--- src/rtl/sram_line_master_if.sv ---
// Client request/response and sram bus bundle for sram_line_master.
// Modports: master = controller side, slave = client + sram side.
interface sram_line_master_if #(
    parameter int DATA_WIDTH = 32,
    parameter int ADDR_WIDTH = 4,
    parameter int LINE_WORDS = 4
);
    localparam int OFF_W   = $clog2(LINE_WORDS);
    localparam int LADDR_W = ADDR_WIDTH - OFF_W;
    localparam int LINE_W  = LINE_WORDS * DATA_WIDTH;

    logic                  req_valid;
    logic                  req_ready;
    logic                  req_we;
    logic [LADDR_W-1:0]    req_laddr;
    logic [LINE_W-1:0]     req_wdata;
    logic                  rsp_valid;
    logic                  rsp_ready;
    logic [LINE_W-1:0]     rsp_rdata;
    logic [ADDR_WIDTH-1:0] mem_addr;
    logic                  mem_re;
    logic                  mem_we;
    logic [DATA_WIDTH-1:0] mem_data_in;
    logic [DATA_WIDTH-1:0] mem_data_out;

    modport master (
        input  req_valid, req_we, req_laddr, req_wdata,
        input  rsp_ready, mem_data_out,
        output req_ready, rsp_valid, rsp_rdata,
        output mem_addr, mem_re, mem_we, mem_data_in
    );

    modport slave (
        output req_valid, req_we, req_laddr, req_wdata,
        output rsp_ready, mem_data_out,
        input  req_ready, rsp_valid, rsp_rdata,
        input  mem_addr, mem_re, mem_we, mem_data_in
    );
endinterface

--- src/rtl/sram_line_master.sv ---
// Line-to-word controller for a single-port sram (1-cycle read latency).
// Ports: clk, rst_n (sync, active-low), bus (sram_line_master_if.master);
// with SRAM_LINE_MASTER_STATS_EN: stat_reads, stat_writes (saturating).
module sram_line_master #(
    parameter int DATA_WIDTH = 32,
    parameter int ADDR_WIDTH = 4,
    parameter int LINE_WORDS = 4
) (
    input  logic clk,
    input  logic rst_n,
    sram_line_master_if.master bus
`ifdef SRAM_LINE_MASTER_STATS_EN
    ,
    output logic [15:0] stat_reads,
    output logic [15:0] stat_writes
`endif
);
    localparam int OFF_W   = $clog2(LINE_WORDS);
    localparam int LADDR_W = ADDR_WIDTH - OFF_W;

    localparam logic [1:0] S_IDLE  = 2'd0;
    localparam logic [1:0] S_WRITE = 2'd1;
    localparam logic [1:0] S_READ  = 2'd2;
    localparam logic [1:0] S_RESP  = 2'd3;

    localparam logic [OFF_W-1:0] LAST = OFF_W'(LINE_WORDS - 1);

    logic [1:0]            r_state;
    logic [LADDR_W-1:0]    r_laddr;
    logic [OFF_W-1:0]      r_cnt;
    logic                  r_rd_tail;
    logic                  r_cap_vld;
    logic [OFF_W-1:0]      r_cap_slot;
    logic [ADDR_WIDTH-1:0] r_addr_hold;
    logic [DATA_WIDTH-1:0] r_din_hold;
    logic [DATA_WIDTH-1:0] r_wwords [LINE_WORDS];
    logic [DATA_WIDTH-1:0] r_rwords [LINE_WORDS];

    logic                  w_accept;
    logic                  w_rsp_hs;
    logic                  w_wr_act;
    logic                  w_rd_act;
    logic [ADDR_WIDTH-1:0] w_addr;
    logic [DATA_WIDTH-1:0] w_din;

    assign bus.req_ready = (r_state == S_IDLE) && rst_n;
    assign bus.rsp_valid = (r_state == S_RESP);

    assign w_accept = bus.req_valid && bus.req_ready;
    assign w_rsp_hs = bus.rsp_valid && bus.rsp_ready;

    // READ spends one extra cycle (tail) only to capture the last word.
    assign w_wr_act = (r_state == S_WRITE);
    assign w_rd_act = (r_state == S_READ) && !r_rd_tail;

    assign w_addr = {r_laddr, r_cnt};
    assign w_din  = r_wwords[r_cnt];

    // Outside active cycles the bus keeps its last driven value.
    assign bus.mem_we      = w_wr_act;
    assign bus.mem_re      = w_rd_act;
    assign bus.mem_addr    = (w_wr_act || w_rd_act) ? w_addr : r_addr_hold;
    assign bus.mem_data_in = w_wr_act ? w_din : r_din_hold;

    always_comb begin
        bus.rsp_rdata = '0;
        for (int i = 0; i < LINE_WORDS; i++) begin
            bus.rsp_rdata[i*DATA_WIDTH +: DATA_WIDTH] = r_rwords[i];
        end
    end

    always_ff @(posedge clk) begin
        if (!rst_n) begin
            r_state     <= S_IDLE;
            r_laddr     <= '0;
            r_cnt       <= '0;
            r_rd_tail   <= 1'b0;
            r_cap_vld   <= 1'b0;
            r_cap_slot  <= '0;
            r_addr_hold <= '0;
            r_din_hold  <= '0;
            for (int i = 0; i < LINE_WORDS; i++) begin
                r_wwords[i] <= '0;
                r_rwords[i] <= '0;
            end
        end else begin
            // Word issued this cycle returns next cycle; capture it then.
            r_cap_vld  <= w_rd_act;
            r_cap_slot <= r_cnt;
            if (r_cap_vld) begin
                r_rwords[r_cap_slot] <= bus.mem_data_out;
            end
            if (w_wr_act || w_rd_act) begin
                r_addr_hold <= w_addr;
            end
            if (w_wr_act) begin
                r_din_hold <= w_din;
            end

            case (r_state)
                S_IDLE: begin
                    if (w_accept) begin
                        r_laddr   <= bus.req_laddr;
                        r_cnt     <= '0;
                        r_rd_tail <= 1'b0;
                        for (int i = 0; i < LINE_WORDS; i++) begin
                            r_wwords[i] <=
                                bus.req_wdata[i*DATA_WIDTH +: DATA_WIDTH];
                        end
                        r_state <= bus.req_we ? S_WRITE : S_READ;
                    end
                end
                S_WRITE: begin
                    r_cnt <= r_cnt + 1'b1;
                    if (r_cnt == LAST) begin
                        r_state <= S_RESP;
                    end
                end
                S_READ: begin
                    if (r_rd_tail) begin
                        r_rd_tail <= 1'b0;
                        r_state   <= S_RESP;
                    end else begin
                        r_cnt <= r_cnt + 1'b1;
                        if (r_cnt == LAST) begin
                            r_rd_tail <= 1'b1;
                        end
                    end
                end
                S_RESP: begin
                    if (w_rsp_hs) begin
                        r_state <= S_IDLE;
                    end
                end
                default: r_state <= S_IDLE;
            endcase
        end
    end

`ifdef SRAM_LINE_MASTER_STATS_EN
    logic r_we;

    always_ff @(posedge clk) begin
        if (!rst_n) begin
            r_we        <= 1'b0;
            stat_reads  <= '0;
            stat_writes <= '0;
        end else begin
            if (w_accept) begin
                r_we <= bus.req_we;
            end
            if (w_rsp_hs) begin
                if (r_we) begin
                    if (stat_writes != 16'hFFFF) begin
                        stat_writes <= stat_writes + 16'd1;
                    end
                end else begin
                    if (stat_reads != 16'hFFFF) begin
                        stat_reads <= stat_reads + 16'd1;
                    end
                end
            end
        end
    end
`endif
endmodule

--- src/flat_wrapper.sv ---
// flat-port wrapper written by rule: the top's interface ports become plain ports
module sram_line_master_flat 
#(
    parameter int DATA_WIDTH = 32,
    parameter int ADDR_WIDTH = 4,
    parameter int LINE_WORDS = 4
)
  (clk, rst_n, bus_req_valid, bus_req_we, bus_req_laddr, bus_req_wdata, bus_rsp_ready, bus_mem_data_out, bus_req_ready, bus_rsp_valid, bus_rsp_rdata, bus_mem_addr, bus_mem_re, bus_mem_we, bus_mem_data_in);
  sram_line_master_if #(.DATA_WIDTH(DATA_WIDTH), .ADDR_WIDTH(ADDR_WIDTH), .LINE_WORDS(LINE_WORDS)) bus_i ();
  input  logic clk;
  input  logic rst_n;
  input wire logic [$bits(bus_i.req_valid)-1:0] bus_req_valid;
  input wire logic [$bits(bus_i.req_we)-1:0] bus_req_we;
  input wire logic [$bits(bus_i.req_laddr)-1:0] bus_req_laddr;
  input wire logic [$bits(bus_i.req_wdata)-1:0] bus_req_wdata;
  input wire logic [$bits(bus_i.rsp_ready)-1:0] bus_rsp_ready;
  input wire logic [$bits(bus_i.mem_data_out)-1:0] bus_mem_data_out;
  output wire logic [$bits(bus_i.req_ready)-1:0] bus_req_ready;
  output wire logic [$bits(bus_i.rsp_valid)-1:0] bus_rsp_valid;
  output wire logic [$bits(bus_i.rsp_rdata)-1:0] bus_rsp_rdata;
  output wire logic [$bits(bus_i.mem_addr)-1:0] bus_mem_addr;
  output wire logic [$bits(bus_i.mem_re)-1:0] bus_mem_re;
  output wire logic [$bits(bus_i.mem_we)-1:0] bus_mem_we;
  output wire logic [$bits(bus_i.mem_data_in)-1:0] bus_mem_data_in;
  assign bus_i.req_valid = bus_req_valid;
  assign bus_i.req_we = bus_req_we;
  assign bus_i.req_laddr = bus_req_laddr;
  assign bus_i.req_wdata = bus_req_wdata;
  assign bus_i.rsp_ready = bus_rsp_ready;
  assign bus_i.mem_data_out = bus_mem_data_out;
  assign bus_req_ready = bus_i.req_ready;
  assign bus_rsp_valid = bus_i.rsp_valid;
  assign bus_rsp_rdata = bus_i.rsp_rdata;
  assign bus_mem_addr = bus_i.mem_addr;
  assign bus_mem_re = bus_i.mem_re;
  assign bus_mem_we = bus_i.mem_we;
  assign bus_mem_data_in = bus_i.mem_data_in;
  sram_line_master #(.DATA_WIDTH(DATA_WIDTH), .ADDR_WIDTH(ADDR_WIDTH), .LINE_WORDS(LINE_WORDS)) u_core (.clk(clk), .rst_n(rst_n), .bus(bus_i));
endmodule
--- config.mk ---
export PLATFORM = sky130hd
export DESIGN_NAME = sram_line_master_flat
export DESIGN_NICKNAME = d
export VERILOG_FILES = /design/src/rtl/sram_line_master_if.sv /design/src/rtl/sram_line_master.sv /design/src/flat_wrapper.sv
export SDC_FILE = /design/constraint.sdc
export NUM_CORES = 1
export LEC_CHECK = 0
export ABC_AREA = 1
export CORE_UTILIZATION = 53
export DETAILED_ROUTE_END_ITERATION = 10
export PLACE_DENSITY = 0.95
export SETUP_SLACK_MARGIN = 0.3
export SLEW_MARGIN = 10
export SYNTH_ARGS = -nofsm -noshare
export SYNTH_HDL_FRONTEND = slang
export SYNTH_SLANG_ARGS = --single-unit
--- constraint.sdc ---
create_clock -name clk -period 7.15 [get_ports clk]
set_input_delay 1.43 -clock clk [delete_from_list [all_inputs] [get_ports clk]]
set_output_delay 1.43 -clock clk [all_outputs]
set_load 0.02 [all_outputs]
==> flow_summary.toml, run 1 <==
[drt]
wl_per_cell_um = 18.1
antenna_left = 0
drt_pass1_iterations = 6
drc = 0
dr.first_iter.drc_count = 1040
via_count = 10600
viasPerCell = 5.22
routed_wl_um = 36900

[place]
dp.cells = 1979
place.gp.congestion = 0.831
dp_hpwl_um = 23000
port_buffers = 334

[synthesis]
synth_top_area_cell = "edfxtp_1"
synthTopCellsByCount = "348 x inv_1, 306 x nor2_1, 256 x edfxtp_1"
syn_nets = 1541
synth.cell_area_um2 = 13100
synthArstFlopShare_pct = 0
synth_top_area_share_pct = 58.5
synth_cell_types = 23
synth_edf_count = 256
synth_area_per_cell_um2 = 9.62
yosys_warnings = 0
yosysSeqAreaShare_pct = 65.8
synth_cells = 1367
synth_area_leaders = "edfxtp_1 58%, inv_1 9.9%, nor2_1 8.7%"
yosysMostFrequentCell = "inv_1"
ys_ff_latch = 304
yosys_most_used_dff = "edfxtp_1"

[timing]
timing.final.crit_share_pct = 67.4
slew_headroom_pct = 18.2
holdWs_ps = 485
setup_viol = 0
clock_skew_ps = 37.7
period_needed_ps = 4820
hold_violations = 0
rsz0062_at_grt = "no"
final.setup.tns_ps = 0
max_freq_mhz = 208
tightest_slew_ps = 1230
slew_violations = 0

[global_routing]
grt_usage_pct = 28.6
grt.overflow.total = 0
grt_max_degree = 108
grt_antenna_before_repair = 2
grt_pass1_vias = 10700
grt_pass1_wl_um = 56300

[clock_tree]
post_cts_buffers = 0
clkSlewWorstSetupHoldPaths_ps = 60
root_buffer = "clkbuf_16"
post_cts_resize_count = 0
htreeDepth = 1
clock_sinks = 304
tritoncts = "built"
clk_path_buf_depth = 3
insertion_delay_ps = 560
cts_buffers = 31
hold_buffers = 0

[floorplanning]
chipHeight_um = 159
rows = 57
dieWidth_um = 159
ios = 335
initial_core_util_pct = 54.1
die_area_um2 = 25400
core_region_area_um2 = 24300

[worst_setup_path]
startpoint = "rst_n"
critical_path_class = "input port to flip-flop"
worstPathMaxFanout = 33
worstPathRequired_ps = 7400
cp-start-kind = "input port"
end_kind = "flip-flop"
arrival_ps = 5070
reg2reg_from = "u_core.r_cap_vld"

[cells_and_area]
drive_gt1_share_pct = 5.55
layoutNonFillerInstCount = 2038
syn_to_final_growth_pct = 35.0
nets = 1862

[job]
max-cap-violations = 0

[status]
status = "complete, no violations"

[hold_path]
min_from = "u_core.r_laddr[0]"
hold_path.class = "flip-flop to flip-flop"

[power]
power_leakage_uw = 0.00819
p_per_area_nw_per_um2 = 342
irDropWorstVdd_mv = 0.261
## state kept, by name, summed over array words and instances (netlist names), named ones only
name and cells:
u_core.r_rwords 128, u_core.r_wwords 128, u_core.r_din_hold 32, u_core.r_addr_hold 4
u_core.r_cap_slot 2, u_core.r_cnt 2, u_core.r_laddr 2, u_core.r_state 2
u_core.r_cap_vld 1, u_core.r_rd_tail 1
## logic make-up (layout without fill, tap and decap cells)
logic type / Yosys count / count (layout) / synth area share (%)
AND/OR/NAND/NOR: 636 / 636 / 19.9
buffers and inverters: 408 / 753 / 13.1
flip-flops: 304 / 304 / 65.8
AO/OA/AOI/OAI: 12 / 12 / 0.476
adder cells (fa/ha/maj): 7 / 7 / 0.666
other: 0 / 2 / 0
## power by group
group	internal (uW)	leakage [uW]	switching (uW)
Combinational	745	0.00457	1210
Clock	1120	0.000553	696
Sequential	2210	0.00306	88.7
Total	4070	0.00819	1990
## stage by stage
stage | setup slack (ps) | power (uW) | util (%) | instance area, um^2
finish | 2330 | 6070 | 73.0 | 17700
global route | 2080 | 6290 | 73.0 | 17700
CTS | 2340 | 6050 | 73.0 | 17700
detailed placement | 1850 | 4190 | 68.2 | 16600
global placement | 2070 | 4110 | 68.2 | 16600
floorplan | 2240 | 3480 | - | 13100
## worst paths after layout
path,end,slack (ps),depth (start not counted)
setup / recovery,u_core.r_rwords[2][13],2330,6
hold / removal,u_core.r_laddr[0],490,2
setup reg to reg,u_core.r_rwords[2][13],4050,5
hold reg to reg,u_core.r_laddr[0],490,2
## cell type report
cell class | instances | area, um^2
timing repair buffer | 347 | 3440
tap | 324 | 405
clock inverter | 24 | 365
clock buffer | 33 | 783
fill | 1427 | 6570
sequential | 304 | 8650
antenna | 2 | 5.00
multi-input combinational | 655 | 2790
inverter | 349 | 1310
## placed cells by master (no fill, tap or decap)
cell type,synthesis,routed
a21oi_1,1,1
and2_1,1,1
buf_4,12,13
bufinv_16,0,9
clkbuf_1,7,2
clkbuf_16,0,31
clkdlybuf4s50_1,0,334
clkinv_1,0,4
clkinv_2,0,4
clkinv_4,0,2
clkinvlp_4,0,3
dfxtp_1,48,47
dfxtp_2,0,1
diode_2,0,2
edfxtp_1,256,256
ha_1,7,6
ha_2,0,1
inv_1,348,348
inv_2,1,1
inv_6,0,1
inv_8,0,1
nand2_1,189,188
nand2_2,3,3
nand2_4,0,1
nand3_1,102,102
nand3_4,0,1
nand4_1,1,1
nor2_1,306,306
nor2_4,1,1
o21ai_0,10,10
o21bai_1,1,1
or2_1,10,10
or2_2,22,22
## per-layer routing
metal | global-route usage [%] | share of wire (%)
met1 | 31.9 | 33
met2 | 52.6 | 52
met3 | 5.47 | 9.8
met4 | 13.1 | 5.0
met5 | 0 | 0.035
## critical path: stages
cell             delay [ps]
clkdlybuf4s50_1         980
nand2_2                 630
nor2_4                  270
nand2_2                 390
nand2_1                1050
buf_4                   290
No activity file was read; power rests on OpenSTA's default activity.
==> run 2, diff against run 1 <==
CORE_UTILIZATION = 45   (was 53)
PLACE_DENSITY = 0.88   (was 0.95)
clock period = 4.3 ns   (was 7.15 ns; I/O delays follow)
==> flow_summary.toml, run 2 (synthesis gave the netlist of run 1 again) <==
[status]
status = "complete, no violations"

[timing]
max_freq_mhz = 268
hold_violations = 0
slew_violations = 0
clock_skew_ps = 24.2
setup_viol = 0
rsz0062_at_grt = "no"
tightest_slew_ps = 997
slew_headroom_pct = 33.5
timing.final.crit_share_pct = 86.8
final.setup.tns_ps = 0
period_needed_ps = 3730

[cells_and_area]
syn_to_final_growth_pct = 34.3
drive_gt1_share_pct = 5.48
most-common-layout-cells = "348 x inv_1, 334 x clkdlybuf4s50_1, 306 x nor2_1, 256 x edfxtp_1, 188 x nand2_1"
final_common_cell = "inv_1"
fillers = 2182
stdcell_area_um2 = 17700
nets = 1866
top_regs = "u_core.r_rwords: 128 flops, u_core.r_wwords: 128 flops, u_core.r_din_hold: 32 flops"

[drt]
viasPerCell = 4.73
drt_pass1_iterations = 6
wl_per_cell_um = 15.5
via_count = 9947
routed_wl_um = 32600
drc = 0
dr.first_iter.drc_count = 852
antenna_left = 0

[worst_setup_path]
path_cells = "inv_2 -> buf_4 -> nand2_1 -> nand3_1 -> nand3_1 -> nand2_1 -> inv_1 -> clkdlybuf4s50_1"
path_buf_inv = 4
max_stage_delay_ps = 610
worstPathMaxFanout = 44
arrival_ps = 2870
cp-start-kind = "flip-flop"
worstPathRequired_ps = 3440
critical_path_class = "flip-flop to primary output"
rr_worst_depth = 4
reg2reg_from = "u_core.r_state[0]"
end_kind = "primary output"
critPathTopFamily = "buffers and inverters"
reg2reg_to = "u_core.r_wwords[0][16]"
cp_slowest_cell = "inv_2"
regToRegSetupSlack_ps = 1930

[power]
power_leakage_uw = 0.00810
irDropWorstVdd_mv = 0.343
p_per_area_nw_per_um2 = 533

[clock_tree]
clock_sinks = 304
post_cts_buffers = 0
htreeDepth = 1
insertion_delay_ps = 560
root_buffer = "clkbuf_16"
cts_buffers = 30
post_cts_resize_count = 0
tritoncts = "built"
clkSlewWorstSetupHoldPaths_ps = 60
clk_path_buf_depth = 3
hold_buffers = 0

[floorplanning]
initial_core_util_pct = 45.8
rows = 62
chipHeight_um = 173
dieWidth_um = 173
ios = 335
core_region_area_um2 = 28700
die_area_um2 = 29900

[job]
max-cap-violations = 0

[place]
place.gp.congestion = 0.789
dp_hpwl_um = 22100
port_buffers = 334
dpl_cell_area_um2 = 16700

[global_routing]
grt_usage_pct = 21.4
grt_antenna_before_repair = 1
grt.overflow.total = 0
grt_pass1_vias = 9885
grt_pass1_wl_um = 50700
grt_max_degree = 131

[hold_path]
hold_path.class = "flip-flop to flip-flop"
hold_end = "u_core.r_cap_slot[1]"
min_from = "u_core.r_cnt[1]"
whs_path_depth = 2
## run 2: final cells by class
cell class              count  area (um^2)  area share, %
repair buffers            352         3480           19.7
well taps                 384          480           2.72
clock buffers              37          798           4.52
multi-input cells         655         2800           15.9
clock inverters            19          134          0.758
flip-flops and latches    304         8650           49.0
inverters                 349         1310           7.42
diodes                      1         2.50         0.0142
## run 2: where the power goes
part	total [uW]	switching [uW]	internal, uW
clock network	2480	1100	1380
registers	3810	141	3670
logic	3120	1880	1240
## run 2: layer usage
metal	share of wire, %	vias up	wire length, um	track usage (%)
met5	0	-	0	0
li1	-	4762	-	-
met2	51	509	16500	38.7
met1	38	4612	12200	24.9
met4	2.8	0	925	6.67
met3	9.1	64	2950	5.10
## run 2: how the worst max path moves through the flow
stage                           start                    end  depth (start not counted)
global placement                rst_n          bus_req_ready                          5
finish                      flip-flop    bus_mem_data_in[26]                          8
global route        u_core.r_state[1]        bus_mem_addr[2]                          9
floorplan                       rst_n  u_core.r_wwords[0][0]                          3
detailed placement              rst_n          bus_req_ready                          5
CTS                 u_core.r_state[1]        bus_mem_addr[2]                          8
## run 2: worst min-delay path: cells and delay by family (launching register included)
kind	cells	cell delay, ps
buf+inv	1	30
flops	1	340
simple gates	1	70
## run 2: per-stage QoR
stage	power [uW]	hold slack [ps]	utilization, %	std cells	worst slack (ps)
2_1_floorplan	5780	437	-	1367	1210
3_3_place_gp	6850	467	58.2	2044	1090
3_5_place_dp	6970	482	58.2	2044	1090
4_1_cts	9450	492	61.5	2100	523
5_1_grt	9870	511	61.5	2100	375
6_report	9410	486	61.5	2101	570
